File: src/rtl/sa_dma_pkg.sv
// Shared definitions for the systolic-array DMA bridge.
// Holds the default transfer sizes, capture latency, the core request codes
// and the bridge state encoding.
package sa_dma_pkg;

  localparam int unsigned IN_WORDS_DEF  = 32;
  localparam int unsigned OUT_WORDS_DEF = 16;
  localparam int unsigned CAP_LAT_DEF   = 2;

  localparam int unsigned DATA_W    = 32;
  localparam int unsigned REQ_W     = 2;
  localparam int unsigned IN_CNT_W  = 6;
  localparam int unsigned OUT_CNT_W = 5;

  localparam logic [REQ_W-1:0] REQ_LOAD  = 2'b10;
  localparam logic [REQ_W-1:0] REQ_STORE = 2'b11;

  typedef enum logic [2:0] {
    ST_IDLE     = 3'd0,
    ST_FILL     = 3'd1,
    ST_CAP_WAIT = 3'd2,
    ST_CAPTURE  = 3'd3,
    ST_DRAIN    = 3'd4
  } state_e;

  // One AXI4-Stream beat as seen on the result path.
  typedef struct packed {
    logic              last;
    logic [DATA_W-1:0] data;
  } axis_beat_t;

endpackage

File: src/rtl/sa_out_fifo.sv
// Result buffer: synchronous first-word fall-through FIFO.
// Ports:
//   clk, rstn        clock, asynchronous active-low reset (clears pointers)
//   wr_en, wr_data   push side (ignored when full)
//   rd_en, rd_data   pop side; rd_data shows the head whenever not empty
//   full, empty      registered occupancy flags
module sa_out_fifo #(
  parameter int unsigned WIDTH = 32,
  parameter int unsigned DEPTH = 16
) (
  input  logic             clk,
  input  logic             rstn,
  input  logic             wr_en,
  input  logic [WIDTH-1:0] wr_data,
  input  logic             rd_en,
  output logic [WIDTH-1:0] rd_data,
  output logic             full,
  output logic             empty
);

  localparam int unsigned AW = (DEPTH > 1) ? $clog2(DEPTH) : 1;
  localparam int unsigned CW = $clog2(DEPTH + 1);

  logic [WIDTH-1:0] mem [DEPTH];
  logic [AW-1:0]    wr_ptr;
  logic [AW-1:0]    rd_ptr;
  logic [CW-1:0]    count;
  logic [CW-1:0]    count_nxt;
  logic             push_c;
  logic             pop_c;

  function automatic logic [AW-1:0] ptr_inc(input logic [AW-1:0] p);
    return (p == AW'(DEPTH - 1)) ? '0 : p + AW'(1);
  endfunction

  assign push_c  = wr_en & ~full;
  assign pop_c   = rd_en & ~empty;
  assign rd_data = mem[rd_ptr];

  // Occupancy update; simultaneous push and pop leaves it unchanged.
  always_comb begin
    count_nxt = count;
    case ({push_c, pop_c})
      2'b10:   count_nxt = count + CW'(1);
      2'b01:   count_nxt = count - CW'(1);
      default: count_nxt = count;
    endcase
  end

  // Pointers and flags.
  always_ff @(posedge clk or negedge rstn) begin
    if (!rstn) begin
      wr_ptr <= '0;
      rd_ptr <= '0;
      count  <= '0;
      full   <= 1'b0;
      empty  <= 1'b1;
    end else begin
      if (push_c) wr_ptr <= ptr_inc(wr_ptr);
      if (pop_c)  rd_ptr <= ptr_inc(rd_ptr);
      count <= count_nxt;
      full  <= (count_nxt == CW'(DEPTH));
      empty <= (count_nxt == '0);
    end
  end

  // Storage array; contents are don't-care until written.
  always_ff @(posedge clk) begin
    if (push_c) mem[wr_ptr] <= wr_data;
  end

endmodule

File: src/rtl/sa_dma_bridge.sv
// Bridge between an AXI DMA (MM2S / S2MM streams) and the systolic-array core.
// Load request (2'b10): streams IN_WORDS words from s_axis into the core input
// RAM. Store request (2'b11): waits CAP_LAT cycles, captures OUT_WORDS words of
// DATA_OUT into a FIFO and drains them on m_axis with tlast on the final word.
// Ports:
//   clk, rstn                 clock, asynchronous active-low reset
//   start_rd_wr               core request code
//   DATA_OUT                  core result word, one per cycle during capture
//   read_data_vld, DATA_IN    word strobe/data to the core input RAM
//   s_axis_*                  MM2S input stream
//   m_axis_*                  S2MM output stream
//   busy                      bridge not idle
//   err_tlast                 sticky input-tlast framing error
module sa_dma_bridge
  import sa_dma_pkg::*;
#(
  parameter int unsigned IN_WORDS  = IN_WORDS_DEF,
  parameter int unsigned OUT_WORDS = OUT_WORDS_DEF,
  parameter int unsigned CAP_LAT   = CAP_LAT_DEF
) (
  input  logic              clk,
  input  logic              rstn,
  input  logic [REQ_W-1:0]  start_rd_wr,
  input  logic [DATA_W-1:0] DATA_OUT,
  output logic              read_data_vld,
  output logic [DATA_W-1:0] DATA_IN,
  input  logic [DATA_W-1:0] s_axis_tdata,
  input  logic              s_axis_tvalid,
  input  logic              s_axis_tlast,
  output logic              s_axis_tready,
  output logic [DATA_W-1:0] m_axis_tdata,
  output logic              m_axis_tvalid,
  output logic              m_axis_tlast,
  input  logic              m_axis_tready,
  output logic              busy,
  output logic              err_tlast
);

  localparam int unsigned WAIT_W = (CAP_LAT > 2) ? $clog2(CAP_LAT) : 1;

  state_e               state;
  state_e               state_nxt;
  logic [IN_CNT_W-1:0]  in_cnt;
  logic [IN_CNT_W-1:0]  in_cnt_nxt;
  logic [OUT_CNT_W-1:0] out_cnt;
  logic [OUT_CNT_W-1:0] out_cnt_nxt;
  logic [OUT_CNT_W-1:0] tx_cnt;
  logic [OUT_CNT_W-1:0] tx_cnt_nxt;
  logic [WAIT_W-1:0]    wait_cnt;
  logic [WAIT_W-1:0]    wait_cnt_nxt;
  logic                 pend;
  logic                 pend_nxt;
  logic                 err_nxt;

  logic                 s_hs_c;
  logic                 m_hs_c;
  logic                 in_last_c;
  logic                 fifo_wr_c;
  logic                 fifo_full;
  logic                 fifo_empty;
  logic [DATA_W-1:0]    fifo_head;

  assign s_hs_c    = s_axis_tvalid & s_axis_tready;
  assign in_last_c = (in_cnt == IN_CNT_W'(IN_WORDS - 1));
  assign fifo_wr_c = (state == ST_CAPTURE) & ~fifo_full;

  assign m_axis_tvalid = ~fifo_empty;
  assign m_axis_tdata  = fifo_head;
  assign m_hs_c        = m_axis_tvalid & m_axis_tready;
  // tx_cnt counts words already sent, so the head is the final word at OUT_WORDS-1.
  assign m_axis_tlast  = m_axis_tvalid & (tx_cnt == OUT_CNT_W'(OUT_WORDS - 1));

  sa_out_fifo #(
    .WIDTH (DATA_W),
    .DEPTH (OUT_WORDS)
  ) u_out_fifo (
    .clk     (clk),
    .rstn    (rstn),
    .wr_en   (fifo_wr_c),
    .wr_data (DATA_OUT),
    .rd_en   (m_axis_tready),
    .rd_data (fifo_head),
    .full    (fifo_full),
    .empty   (fifo_empty)
  );

  // Next-state and counter logic.
  always_comb begin
    state_nxt    = state;
    in_cnt_nxt   = in_cnt;
    out_cnt_nxt  = out_cnt;
    tx_cnt_nxt   = tx_cnt;
    wait_cnt_nxt = wait_cnt;
    pend_nxt     = pend;
    err_nxt      = err_tlast;

    if (m_hs_c) tx_cnt_nxt = tx_cnt + OUT_CNT_W'(1);

    // A load arriving during a store is remembered and served from IDLE.
    if ((state == ST_CAP_WAIT || state == ST_CAPTURE || state == ST_DRAIN) &&
        start_rd_wr == REQ_LOAD) begin
      pend_nxt = 1'b1;
    end

    unique case (state)
      ST_IDLE: begin
        if (pend || start_rd_wr == REQ_LOAD) begin
          state_nxt  = ST_FILL;
          in_cnt_nxt = '0;
          pend_nxt   = 1'b0;
        end else if (start_rd_wr == REQ_STORE) begin
          state_nxt    = (CAP_LAT > 1) ? ST_CAP_WAIT : ST_CAPTURE;
          wait_cnt_nxt = '0;
          out_cnt_nxt  = '0;
          tx_cnt_nxt   = '0;
        end
      end
      ST_FILL: begin
        if (s_hs_c) begin
          in_cnt_nxt = in_cnt + IN_CNT_W'(1);
          if (in_last_c != s_axis_tlast) err_nxt = 1'b1;
          if (in_last_c) state_nxt = ST_IDLE;
        end
      end
      ST_CAP_WAIT: begin
        wait_cnt_nxt = wait_cnt + WAIT_W'(1);
        if (wait_cnt == WAIT_W'(CAP_LAT - 2)) state_nxt = ST_CAPTURE;
      end
      ST_CAPTURE: begin
        out_cnt_nxt = out_cnt + OUT_CNT_W'(1);
        if (out_cnt == OUT_CNT_W'(OUT_WORDS - 1)) state_nxt = ST_DRAIN;
      end
      ST_DRAIN: begin
        if (m_hs_c && m_axis_tlast) state_nxt = ST_IDLE;
      end
      default: state_nxt = ST_IDLE;
    endcase
  end

  // State register.
  always_ff @(posedge clk or negedge rstn) begin
    if (!rstn) state <= ST_IDLE;
    else       state <= state_nxt;
  end

  // Counters, flags and registered outputs.
  always_ff @(posedge clk or negedge rstn) begin
    if (!rstn) begin
      in_cnt        <= '0;
      out_cnt       <= '0;
      tx_cnt        <= '0;
      wait_cnt      <= '0;
      pend          <= 1'b0;
      err_tlast     <= 1'b0;
      read_data_vld <= 1'b0;
      DATA_IN       <= '0;
      s_axis_tready <= 1'b0;
      busy          <= 1'b0;
    end else begin
      in_cnt        <= in_cnt_nxt;
      out_cnt       <= out_cnt_nxt;
      tx_cnt        <= tx_cnt_nxt;
      wait_cnt      <= wait_cnt_nxt;
      pend          <= pend_nxt;
      err_tlast     <= err_nxt;
      read_data_vld <= s_hs_c;
      if (s_hs_c) DATA_IN <= s_axis_tdata;
      // Ready drops on the final handshake because the FSM leaves FILL there.
      s_axis_tready <= (state_nxt == ST_FILL);
      busy          <= (state_nxt != ST_IDLE);
    end
  end

endmodule

File: config.mk
export PLATFORM = sky130hd
export DESIGN_NAME = sa_dma_bridge
export DESIGN_NICKNAME = d
export VERILOG_FILES = /design/src/rtl/sa_dma_pkg.sv /design/src/rtl/sa_out_fifo.sv /design/src/rtl/sa_dma_bridge.sv
export SDC_FILE = /design/constraint.sdc
export NUM_CORES = 1
export LEC_CHECK = 0
export CORE_MARGIN = 5
export CORE_UTILIZATION = 57
export CTS_BUF_LIST = sky130_fd_sc_hd__clkbuf_8
export DETAILED_ROUTE_END_ITERATION = 8
export PLACE_DENSITY = 0.86
export SETUP_SLACK_MARGIN = 0.2
export SLEW_MARGIN = 40
export SYNTH_ARGS = -nofsm -noshare
export SYNTH_HDL_FRONTEND = slang
export SYNTH_SLANG_ARGS = --single-unit
export TNS_END_PERCENT = 100
File: constraint.sdc
create_clock -name clk -period 13.6 [get_ports clk]
set_input_delay 2.04 -clock clk [delete_from_list [all_inputs] [get_ports clk]]
set_output_delay 2.04 -clock clk [all_outputs]
set_load 0.01 [all_outputs]
==> summary.md <==
| Metric | Value |
|---|---|
| RSZ-0062 raised after global routing | no |
| Mapped Cells | 1008 |
| First-pass GRT wire length | around 74000 microns |
| Clock Sinks | between 500 and 600 |
| R2R Path End | u_out_fifo.empty |
| CTS tree | done |
| Number of global-route vias before repair | approximately 12k |
| PD cells | roughly 210 mW/mm^2 |
| Nets | ~1.3k |
| Clock Path Buffers | 3 |
| Antenna violations before repair | 3 |
| Distinct cell type count after synthesis | 48 |
| Class of the worst hold path | register to register |
| Final Util | roughly two thirds |
| CP Max Fanout | 55 |
| PostCTS Resize Cnt | 0 |
| Peak supply drop | ~0.00014 V |
| Detailed-route via count | 11.2k |
| Startpoint Class | register |
| Core region area | slightly below 0.04 sq mm |
| Ys flop type | edfxtp_1 |
| DP Cell Count | 1651 |
| Status | finished clean |
| Final Hold Viols | 0 |
| Total track usage | about 23% |
| Worst setup EP type | primary output |
| Worst min-delay path startpoint | err_tlast |
| Die footprint | 0.0436 sq mm |
| Crit path launch | u_out_fifo.rd_ptr[0] |
| Seq/Total Area, Yosys | 76.2% |
| I/O Pins | 141 |
| Clk_skew | between 20 and 30 ps |
| TritonCTS Buffers | between 90 and 100 |
| Synth Net Count | 1092 |
| Setup bufs post-CTS | 0 |
| Root buffer cell | clkbuf_8 |
| Routed Antenna Nets | 0 |
| DP Wirelength | 28200 microns |
| Max Cap Viol | 0 |
| Gr ovfl total | 0 |
| GR peak layer | met2 |
| GR Util met2 | about two fifths |
| Largest cells by area after synthesis | edfxtp_1 (68%), mux4_2 (16%), dfrtp_1 (7.9%) |
| H-tree depth | 3 |
| Area growth syn-to-layout | 17.2% |
| Drt drc | 0 |
| Largest net degree at the start of global routing | 74 |
| DRT Pass-1 Iters | 5 |
| Max Slew Vio Count | 0 |
| WL final | a little under 50000 microns |
| Layout cells sized above 1 | about 28% |
| Setup TNS | 0 ps |
| Worst Hold Path Cells | 1 |
| Worst slew pin tran | approximately 760 ps |
| Mapped cell area | 0.0225 sq mm |
| Commonest non-fill, non-tap cell in the layout | edfxtp_1 |
| Fmax | between 0.15 and 0.2 GHz |
| Worst-path clk slew | about 60 ps |
| Crit path kind | register to primary output |
| Iter 0 DRT Violations | between 1k and 1.5k |
| Routed len/inst | 26.9 microns |
| Required @ worst endpoint | 11560 ps |
| Met3 Use GR | slightly below 6% |
| Largest area contributor in the netlist | edfxtp_1 |
| Final Non-Filler Cells | about 1.8k |
| Hold EP | err_tlast |
| Final Setup Violations | 0 |
| Clock Latency Late Sink | 660 ps |
| Final worst-path cycle share | 48.6% |
| Syn_area_per_cell | 22.4 sq um |
| Top cell type's share of synthesized area | between 60 and 70% |
| Number of synthesized flops with an enable pin | 512 |
| Reg2reg path depth | 11 |
| Overall die width | roughly 210 microns |
| Min Tclk post-route | 6620 ps |
| Critical Path AT | about 4600 ps |
| Worst flop-to-flop path startpoint | state[0] |
| Met1 Use GR | just under 30% |
| Syn. warnings | 0 |
| Via density | about 6.2 |
| Initial Utilization | approximately 58% |
| Yosys reg bits | 584 |
| RD Place Congestion | approximately 0.79 |
| Cts hold-fix bufs | 0 |
| Number of cell rows | 72 |
| Flop2flop setup slack | just over 10000 ps |
| PortBufs | 140 |
| Share of synthesized flip-flops with an asynchronous set or reset | 12.3% |
| Leakage | between 8 and 9 nW |
| Max-slew headroom | 49.3% |
| Most frequent cells in the layout | edfxtp_1 (512), mux4_2 (160), clkdlybuf4s50_1 (139) |
| Die Ht | between 200 and 250 microns |
report_power, final:
part	switching (W)	internal (W)
logic	0.000764	0.000931
registers	0.000194	0.00220
clock network	0.000664	0.000704
cell usage after synthesis, types with 3 or more instances:
| cell type | instances |
|---|---|
| inv_1 | 14 |
| dfrtp_1 | 71 |
| buf_1 | 8 |
| clkbuf_1 | 17 |
| nor2b_1 | 6 |
| nand2_1 | 24 |
| or3_1 | 3 |
| nand3_1 | 12 |
| and2_1 | 5 |
| a21oi_1 | 9 |
| mux4_2 | 160 |
| nor3b_1 | 3 |
| nor4_1 | 4 |
| a21o_1 | 3 |
| buf_2 | 13 |
| mux2_2 | 33 |
| xor2_1 | 8 |
| o21ai_0 | 11 |
| edfxtp_1 | 512 |
| ha_1 | 13 |
| xnor2_1 | 7 |
| buf_6 | 9 |
| nor3_1 | 7 |
| nor2_1 | 21 |
| nand4_1 | 5 |
registers in the layout, indices dropped and copies added (netlist names):
register	cells
u_out_fifo.count	5
u_out_fifo.wr_ptr	4
u_out_fifo.full	1
wait_cnt	1
err_tlast	1
busy	1
read_data_vld	1
out_cnt	5
DATA_IN	32
u_out_fifo.mem	512
u_out_fifo.rd_ptr	4
state	3
tx_cnt	5
pend	1
in_cnt	6
u_out_fifo.empty	1
s_axis_tready	1
critical path, stage by stage (launching register included):
cell             delay [ps]
dfrtp_4                 900
buf_6                   550
clkbuf_8                660
mux4_2                  640
mux4_2                  540
clkdlybuf4s50_1         500
cell families (layout without fill, tap and decap cells):
| logic type | after synthesis | after routing | synth area share (%) |
|---|---|---|---|
| compound gates | 39 | 39 | 1.12 |
| buf+inv | 62 | 356 | 1.40 |
| mux | 194 | 194 | 17.7 |
| other cells | 0 | 2 | 0 |
| flops | 584 | 584 | 76.2 |
| fa+ha+maj | 13 | 13 | 0.722 |
| xor+xnor | 15 | 15 | 0.583 |
| simple gates | 101 | 101 | 2.27 |
layer usage:
metal | vias up | wire [microns]
met2 | 658 | 25800
met3 | 89 | 4640
met1 | 5809 | 17500
met4 | 2 | 1070
li1 | 4654 | -
met5 | - | 13
per-stage QoR:
step                power [W]  setup slack, ps  hold WS [ps]  area [sq um]
floorplan             0.00346             8970           451         22500
global placement      0.00405             7170           443         24700
detailed placement    0.00412             7350           451         24700
CTS                   0.00550             6600           487         26400
global route          0.00572             6600           494         26400
finish                0.00546             6980           484         26400
layout make-up:
class                   instances  area, sq um
clock inverters                71          378
clock buffers                  97         1340
flip-flops and latches        584        17200
fillers                      2357        12500
inverters                      15         56.3
diodes                          2         5.00
repair buffers                173         1670
multi-input cells             362         5120
well taps                     518          648
worst max-delay path by stage:
stage,end,slack [ps],cells after the start
floorplan,u_out_fifo.mem[3][0],8970,4
global placement,m_axis_tdata[10],7170,5
detailed placement,m_axis_tdata[12],7350,5
CTS,m_axis_tdata[11],6600,5
global route,m_axis_tdata[11],6600,5
finish,m_axis_tdata[11],6980,5
Power figures use the tool's default switching activity.
